`src/rtl/dense_seq_ctrl.sv`:
```
// Dense-layer sequencer: streams feature-map and weight bytes through one MAC and emits N_OUT scores.
// Optional argmax tracking over the emitted scores is enabled by defining DENSE_ARGMAX_EN.
module dense_seq_ctrl #(
  parameter int N_IN  = 2704,
  parameter int N_OUT = 10,
  parameter int ACC_W = 32,
  parameter int FM_AW = 12,
  parameter int DW_AW = 15
) (
  input  logic                    clk,
  input  logic                    rst,
  input  logic                    start,
  output logic                    busy,
  output logic                    mem_lock,
  output logic [FM_AW-1:0]        fm_addr,
  input  logic [7:0]              fm_q,
  output logic [DW_AW-1:0]        dw_addr,
  input  logic [7:0]              dw_q,
  output logic                    score_valid,
  output logic [3:0]              score_idx,
  output logic signed [ACC_W-1:0] score,
  output logic                    done,
  output logic [3:0]              pred_class,
  output logic                    pred_valid
);

  typedef enum logic [2:0] {IDLE, RUN, DRAIN, EMIT, DONE} state_t;

  state_t                  state;
  logic [3:0]              o_cnt;
  logic                    drain_cnt;
  logic                    vld_p1;
  logic signed [ACC_W-1:0] acc;
  logic                    last_in;
  logic                    last_out;

  // Unsigned activation times signed weight; 17 bits hold 255 * -128 exactly.
  function automatic logic signed [ACC_W-1:0] mac_term(input logic [7:0] fm, input logic [7:0] w);
    logic signed [8:0]  a;
    logic signed [8:0]  b;
    logic signed [16:0] p;
    a = signed'({1'b0, fm});
    b = signed'({w[7], w});
    p = a * b;
    return {{(ACC_W-17){p[16]}}, p};
  endfunction

  assign mem_lock = busy;
  assign last_in  = (fm_addr == FM_AW'(N_IN - 1));
  assign last_out = (o_cnt == 4'(N_OUT - 1));

  always_ff @(posedge clk or posedge rst) begin
    if (rst) begin
      state       <= IDLE;
      busy        <= 1'b0;
      done        <= 1'b0;
      score_valid <= 1'b0;
      score       <= '0;
      score_idx   <= '0;
      fm_addr     <= '0;
      dw_addr     <= '0;
      acc         <= '0;
      o_cnt       <= '0;
      drain_cnt   <= 1'b0;
      vld_p1      <= 1'b0;
    end else begin
      score_valid <= 1'b0;
      done        <= 1'b0;
      // p0: address cycle (RUN); p1: RAM data cycle, folded into the accumulator at its end
      vld_p1      <= (state == RUN);
      if (vld_p1) acc <= acc + mac_term(fm_q, dw_q);
      case (state)
        IDLE: if (start) begin
          state   <= RUN;
          busy    <= 1'b1;
          fm_addr <= '0;
          dw_addr <= '0;
          o_cnt   <= '0;
          acc     <= '0;
        end
        RUN: if (last_in) begin
          state     <= DRAIN;
          drain_cnt <= 1'b0;
        end else begin
          fm_addr <= fm_addr + 1'b1;
          dw_addr <= dw_addr + 1'b1;
        end
        DRAIN: begin
          drain_cnt <= 1'b1;
          if (drain_cnt) begin
            state       <= EMIT;
            score_valid <= 1'b1;
            score       <= acc;
            score_idx   <= o_cnt;
            acc         <= '0;
          end
        end
        EMIT: if (last_out) begin
          state <= DONE;
          done  <= 1'b1;
        end else begin
          state   <= RUN;
          o_cnt   <= o_cnt + 1'b1;
          fm_addr <= '0;
          dw_addr <= dw_addr + 1'b1;
        end
        DONE: begin
          state <= IDLE;
          busy  <= 1'b0;
        end
        default: state <= IDLE;
      endcase
    end
  end

`ifdef DENSE_ARGMAX_EN
  logic signed [ACC_W-1:0] max_val;
  logic [3:0]              max_idx;

  // Strict compare keeps the lowest index on ties; output 0 seeds the running max.
  always_ff @(posedge clk or posedge rst) begin
    if (rst) begin
      max_val    <= '0;
      max_idx    <= '0;
      pred_class <= '0;
      pred_valid <= 1'b0;
    end else begin
      pred_valid <= 1'b0;
      if (state == IDLE && start) pred_class <= '0;
      if (state == DRAIN && drain_cnt && (o_cnt == 4'd0 || acc > max_val)) begin
        max_val <= acc;
        max_idx <= o_cnt;
      end
      if (state == EMIT && last_out) begin
        pred_class <= max_idx;
        pred_valid <= 1'b1;
      end
    end
  end
`else
  assign pred_class = '0;
  assign pred_valid = 1'b0;
`endif

endmodule

```
`config.mk`:
```
export PLATFORM = sky130hd
export DESIGN_NAME = dense_seq_ctrl
export DESIGN_NICKNAME = d
export VERILOG_FILES = /design/src/rtl/dense_seq_ctrl.sv
export SDC_FILE = /design/constraint.sdc
export NUM_CORES = 1
export LEC_CHECK = 0
export ABC_AREA = 1
export BUFFER_PORTS_ARGS = -buffer_cell sky130_fd_sc_hd__buf_2
export CAP_MARGIN = 20
export CORE_ASPECT_RATIO = 1.5
export CORE_MARGIN = 3
export CORE_UTILIZATION = 40
export DETAILED_ROUTE_END_ITERATION = 16
export PLACE_DENSITY_LB_ADDON = 0.2
export SLEW_MARGIN = 20
export SYNTH_ARGS = -nofsm -noshare
export SYNTH_HDL_FRONTEND = slang
export SYNTH_SLANG_ARGS = --single-unit
```
`constraint.sdc`:
```
create_clock -name clk -period 4.5 [get_ports clk]
set_clock_uncertainty 0.1 [all_clocks]
set_input_delay 1.35 -clock clk [delete_from_list [all_inputs] [get_ports clk]]
set_output_delay 1.35 -clock clk [all_outputs]
set_load 0.01 [all_outputs]
```
==> flow_metrics.env <==
export IMPL_rows=68
export IMPL_min_delay_start="score[24]$_DFFE_PP0P_"
export IMPL_clk_latency_ns=0.36
export IMPL_clockBufferDepth=2
export IMPL_path_class="in -> reg"
export IMPL_cts_root_buffer="clkbuf_16"
export IMPL_finalCriticalPeriod_ns=5.263
export IMPL_clock_sinks=107
export IMPL_cts_tree="done"
export IMPL_synth_top_area_cell="dfrtp_1"
export IMPL_gp_congestion=0.8809
export IMPL_grt_usage=0.1979
export IMPL_vias=8659
export IMPL_nNetsFinal=1631
export IMPL_cp_arrival_ns=5.47
export IMPL_grt_pass1_vias=8639
export IMPL_cts_buffers=9
export IMPL_reg2reg_depth=19
export IMPL_hold_path_class="reg -> reg"
export IMPL_grt_overflow=0
export IMPL_wire_per_inst_um=14.33
export IMPL_htreeDepth=3
export IMPL_drtIter0Drc=386
export IMPL_worst_ep_required_time_ns=4.71
export IMPL_violations="negative setup slack"
export IMPL_ys_types=36
export IMPL_grt_pass1_wl_mm=42.11
export IMPL_yosys_register_bits=107
export IMPL_io_pins=91
export IMPL_synth_area_top_cells="dfrtp_1 28%, nand2_1 15%, ha_1 15%, fa_1 11%, inv_1 10%"
export IMPL_fin_crit_sh=1.170
export IMPL_area_growth_pct=23.08
export IMPL_muxShareOfSynthArea=0
export IMPL_drt_pre_antenna_iters=4
export IMPL_diodes=0
export IMPL_routed_wl_mm=25.35
export IMPL_synthArstFlopShare=1.000
export IMPL_finalSetupViolations=26
export IMPL_grt_setup_unrepaired="yes"
export IMPL_synth_most_common_cell="nand2_1"
export IMPL_slowest_delay_ns=0.58
export IMPL_fmax_ghz=0.1900
export IMPL_layout_drive_gt1_share=0.2056
export IMPL_avgSynthCellArea_sq_um=7.303
export IMPL_syn_inst=1314
export IMPL_drc_errors=0
export IMPL_yosys_top_cells_count="394 x nand2_1, 266 x inv_1, 112 x ha_1"
export IMPL_synth_top_family_by_area="simple AND/OR/NAND/NOR gates"
export IMPL_die_height_um=195.7
export IMPL_synth_adder_area_share=0.2524
export IMPL_reg2reg_slack_ns=0.02
export IMPL_maxSlewHeadroom=0.4540
export IMPL_critPathMostFrequentCell="fa_1"
export IMPL_seq_area_frac_synth=0.2790
export IMPL_postRouteAntennaNets=0
export IMPL_finalMaxSlewViolations=0
export IMPL_synth_simple_area_share=0.2589
export IMPL_numPortBuffers=85
export IMPL_start_util=0.4117
export IMPL_timing_max_cap_violations=0
export IMPL_r2r_end="acc[15]$_DFF_PP0_"
export IMPL_yosysWarnings=0
export IMPL_slowest_stage="fa_1"
export IMPL_synth_top_cell_area_share=0.2790
export IMPL_holdBufCountCts=0
export IMPL_synth_edf_count=0
export IMPL_viasPerCell=4.895
export IMPL_grt_max_degree=108
export IMPL_status="finished, violations left"
export IMPL_pre_cts_slack_ns=-1.403
export IMPL_worstMarginPinSlew_ns=0.8170
export IMPL_die_area_sq_mm=0.02593
export IMPL_hold_violations=0
export IMPL_core_sq_mm=0.02331
export IMPL_reg2reg_from="acc[6]$_DFF_PP0_"
export IMPL_synth_compound_area_frac=0.06584
export IMPL_endpoint_kind="register"
export IMPL_clk_pin_slew_ns=0.08
export IMPL_die_w_um=132.5
export IMPL_fin_ws_ns=-0.7631
export IMPL_syn_area_sq_mm=0.009597
export IMPL_synth_xor_area_frac=0.01643
export IMPL_cp_cell_sequence="buf_12 > clkinv_8 > or2_4 > fa_1 > fa_1 > inv_2 > fa_1 > fa_1 > fa_2 > ha_4 > nand2_4 > nor2_4 > nand3_2 > nand3b_1 > buf_4 > a21oi_2 > o21ai_1 > nand3_1 > inv_1"
export IMPL_hold_depth=2
export IMPL_holdPathEnd="score[24]$_DFFE_PP0P_"
export IMPL_startpoint_type="input pin"
export IMPL_worstPathMaxFanout=6
export IMPL_synth_main_ff_cell="dfrtp_1"
export IMPL_antenna_found_initial=0
export IMPL_dp_final_hpwl_mm=20.17
## cell usage in the layout (no fill, tap or decap), types with 7 or more instances in the layout
cell	instances
nand2_1	359
inv_1	256
dfrtp_1	107
ha_1	95
buf_2	74
buf_4	73
nor2_1	67
nand3_1	64
fa_1	49
o21ai_0	39
nand2_2	33
ha_4	17
nand4_1	16
xor2_1	15
a21oi_1	14
nand3_2	13
inv_2	12
nor3_1	12
o211ai_1	12
o21ai_1	11
o31ai_1	10
clkbuf_16	9
buf_6	9
nor2_2	8
a21oi_2	7
## routing by layer
metal | vias up | share of wire | GRT usage
met5 | - | 0 | 0
met4 | 0 | 0.020 | 0.05740
met3 | 32 | 0.030 | 0.01565
met2 | 162 | 0.53 | 0.3717
met1 | 4142 | 0.42 | 0.2404
li1 | 4323 | - | -
## how the worst max path moves through the flow
stage	start	endpoint	slack, ns
after global routing	dw_q[7]	acc[31]$_DFF_PP0_	-0.90
after detailed placement	dw_q[7]	acc[15]$_DFF_PP0_	-1.40
final	dw_q[7]	acc[15]$_DFF_PP0_	-0.76
after CTS	dw_q[7]	acc[15]$_DFF_PP0_	-0.86
after global placement	dw_q[7]	acc[15]$_DFF_PP0_	-1.31
after floorplan	fm_q[0]	acc[31]$_DFF_PP0_	-0.84
## state kept, by name (all words and copies together) (netlist names)
name,flops
o_cnt,4
score,32
state,3
dw_addr,15
score_idx,4
score_valid,1
vld_p1,1
done,1
busy,1
fm_addr,12
acc,32
drain_cnt,1
## cell families (layout without fill, tap and decap cells)
| kind of cell | Yosys count | count (layout) |
|---|---|---|
| AND/OR/NAND/NOR | 605 | 605 |
| buffers and inverters | 313 | 449 |
| adder cells (fa/ha/maj) | 163 | 163 |
| AO/OA/AOI/OAI | 107 | 107 |
| flip-flops | 107 | 107 |
| XOR/XNOR | 18 | 18 |
| other | 1 | 5 |
## through the flow
| step | area, sq um | TNS [ns] | hold slack, ns | instances | util |
|---|---|---|---|---|---|
| detailed placement | 10890 | -32.72 | 0.3645 | 1743 | 0.4670 |
| floorplan | 9802 | -18.88 | 0.3622 | 1318 | - |
| global route | 11810 | -19.96 | 0.4138 | 1769 | 0.5067 |
| global placement | 10890 | -30.95 | 0.3573 | 1743 | 0.4670 |
| CTS | 11510 | -19.00 | 0.3864 | 1764 | 0.4938 |
| finish | 11810 | -16.14 | 0.3796 | 1769 | 0.5067 |
## critical path: cells and delay by family
kind / cells / cell delay, ns
adder cells (fa/ha/maj): 6 / 2.80
AO/OA/AOI/OAI: 2 / 0.15
buffers and inverters: 5 / 0.43
AND/OR/NAND/NOR: 6 / 0.76
## repair_timing
action	CTS	global route
pin swaps	32	46
setup buffers	5	7
resized for setup	73	63
setup endpoints to repair	27	27
## area by class of cell
class | count | area [sq um]
well taps | 315 | 394.1
fillers | 2344 | 11500
inverters | 270 | 1028
clock buffers | 9 | 225.2
multi-input cells | 898 | 6291
repair buffers | 163 | 1125
clock inverters | 7 | 70.07
flip-flops and latches | 107 | 2678
Power is left out: the tool's default activity adds up to more than one toggle a clock period on the data nets, which glitch-free logic cannot reach.
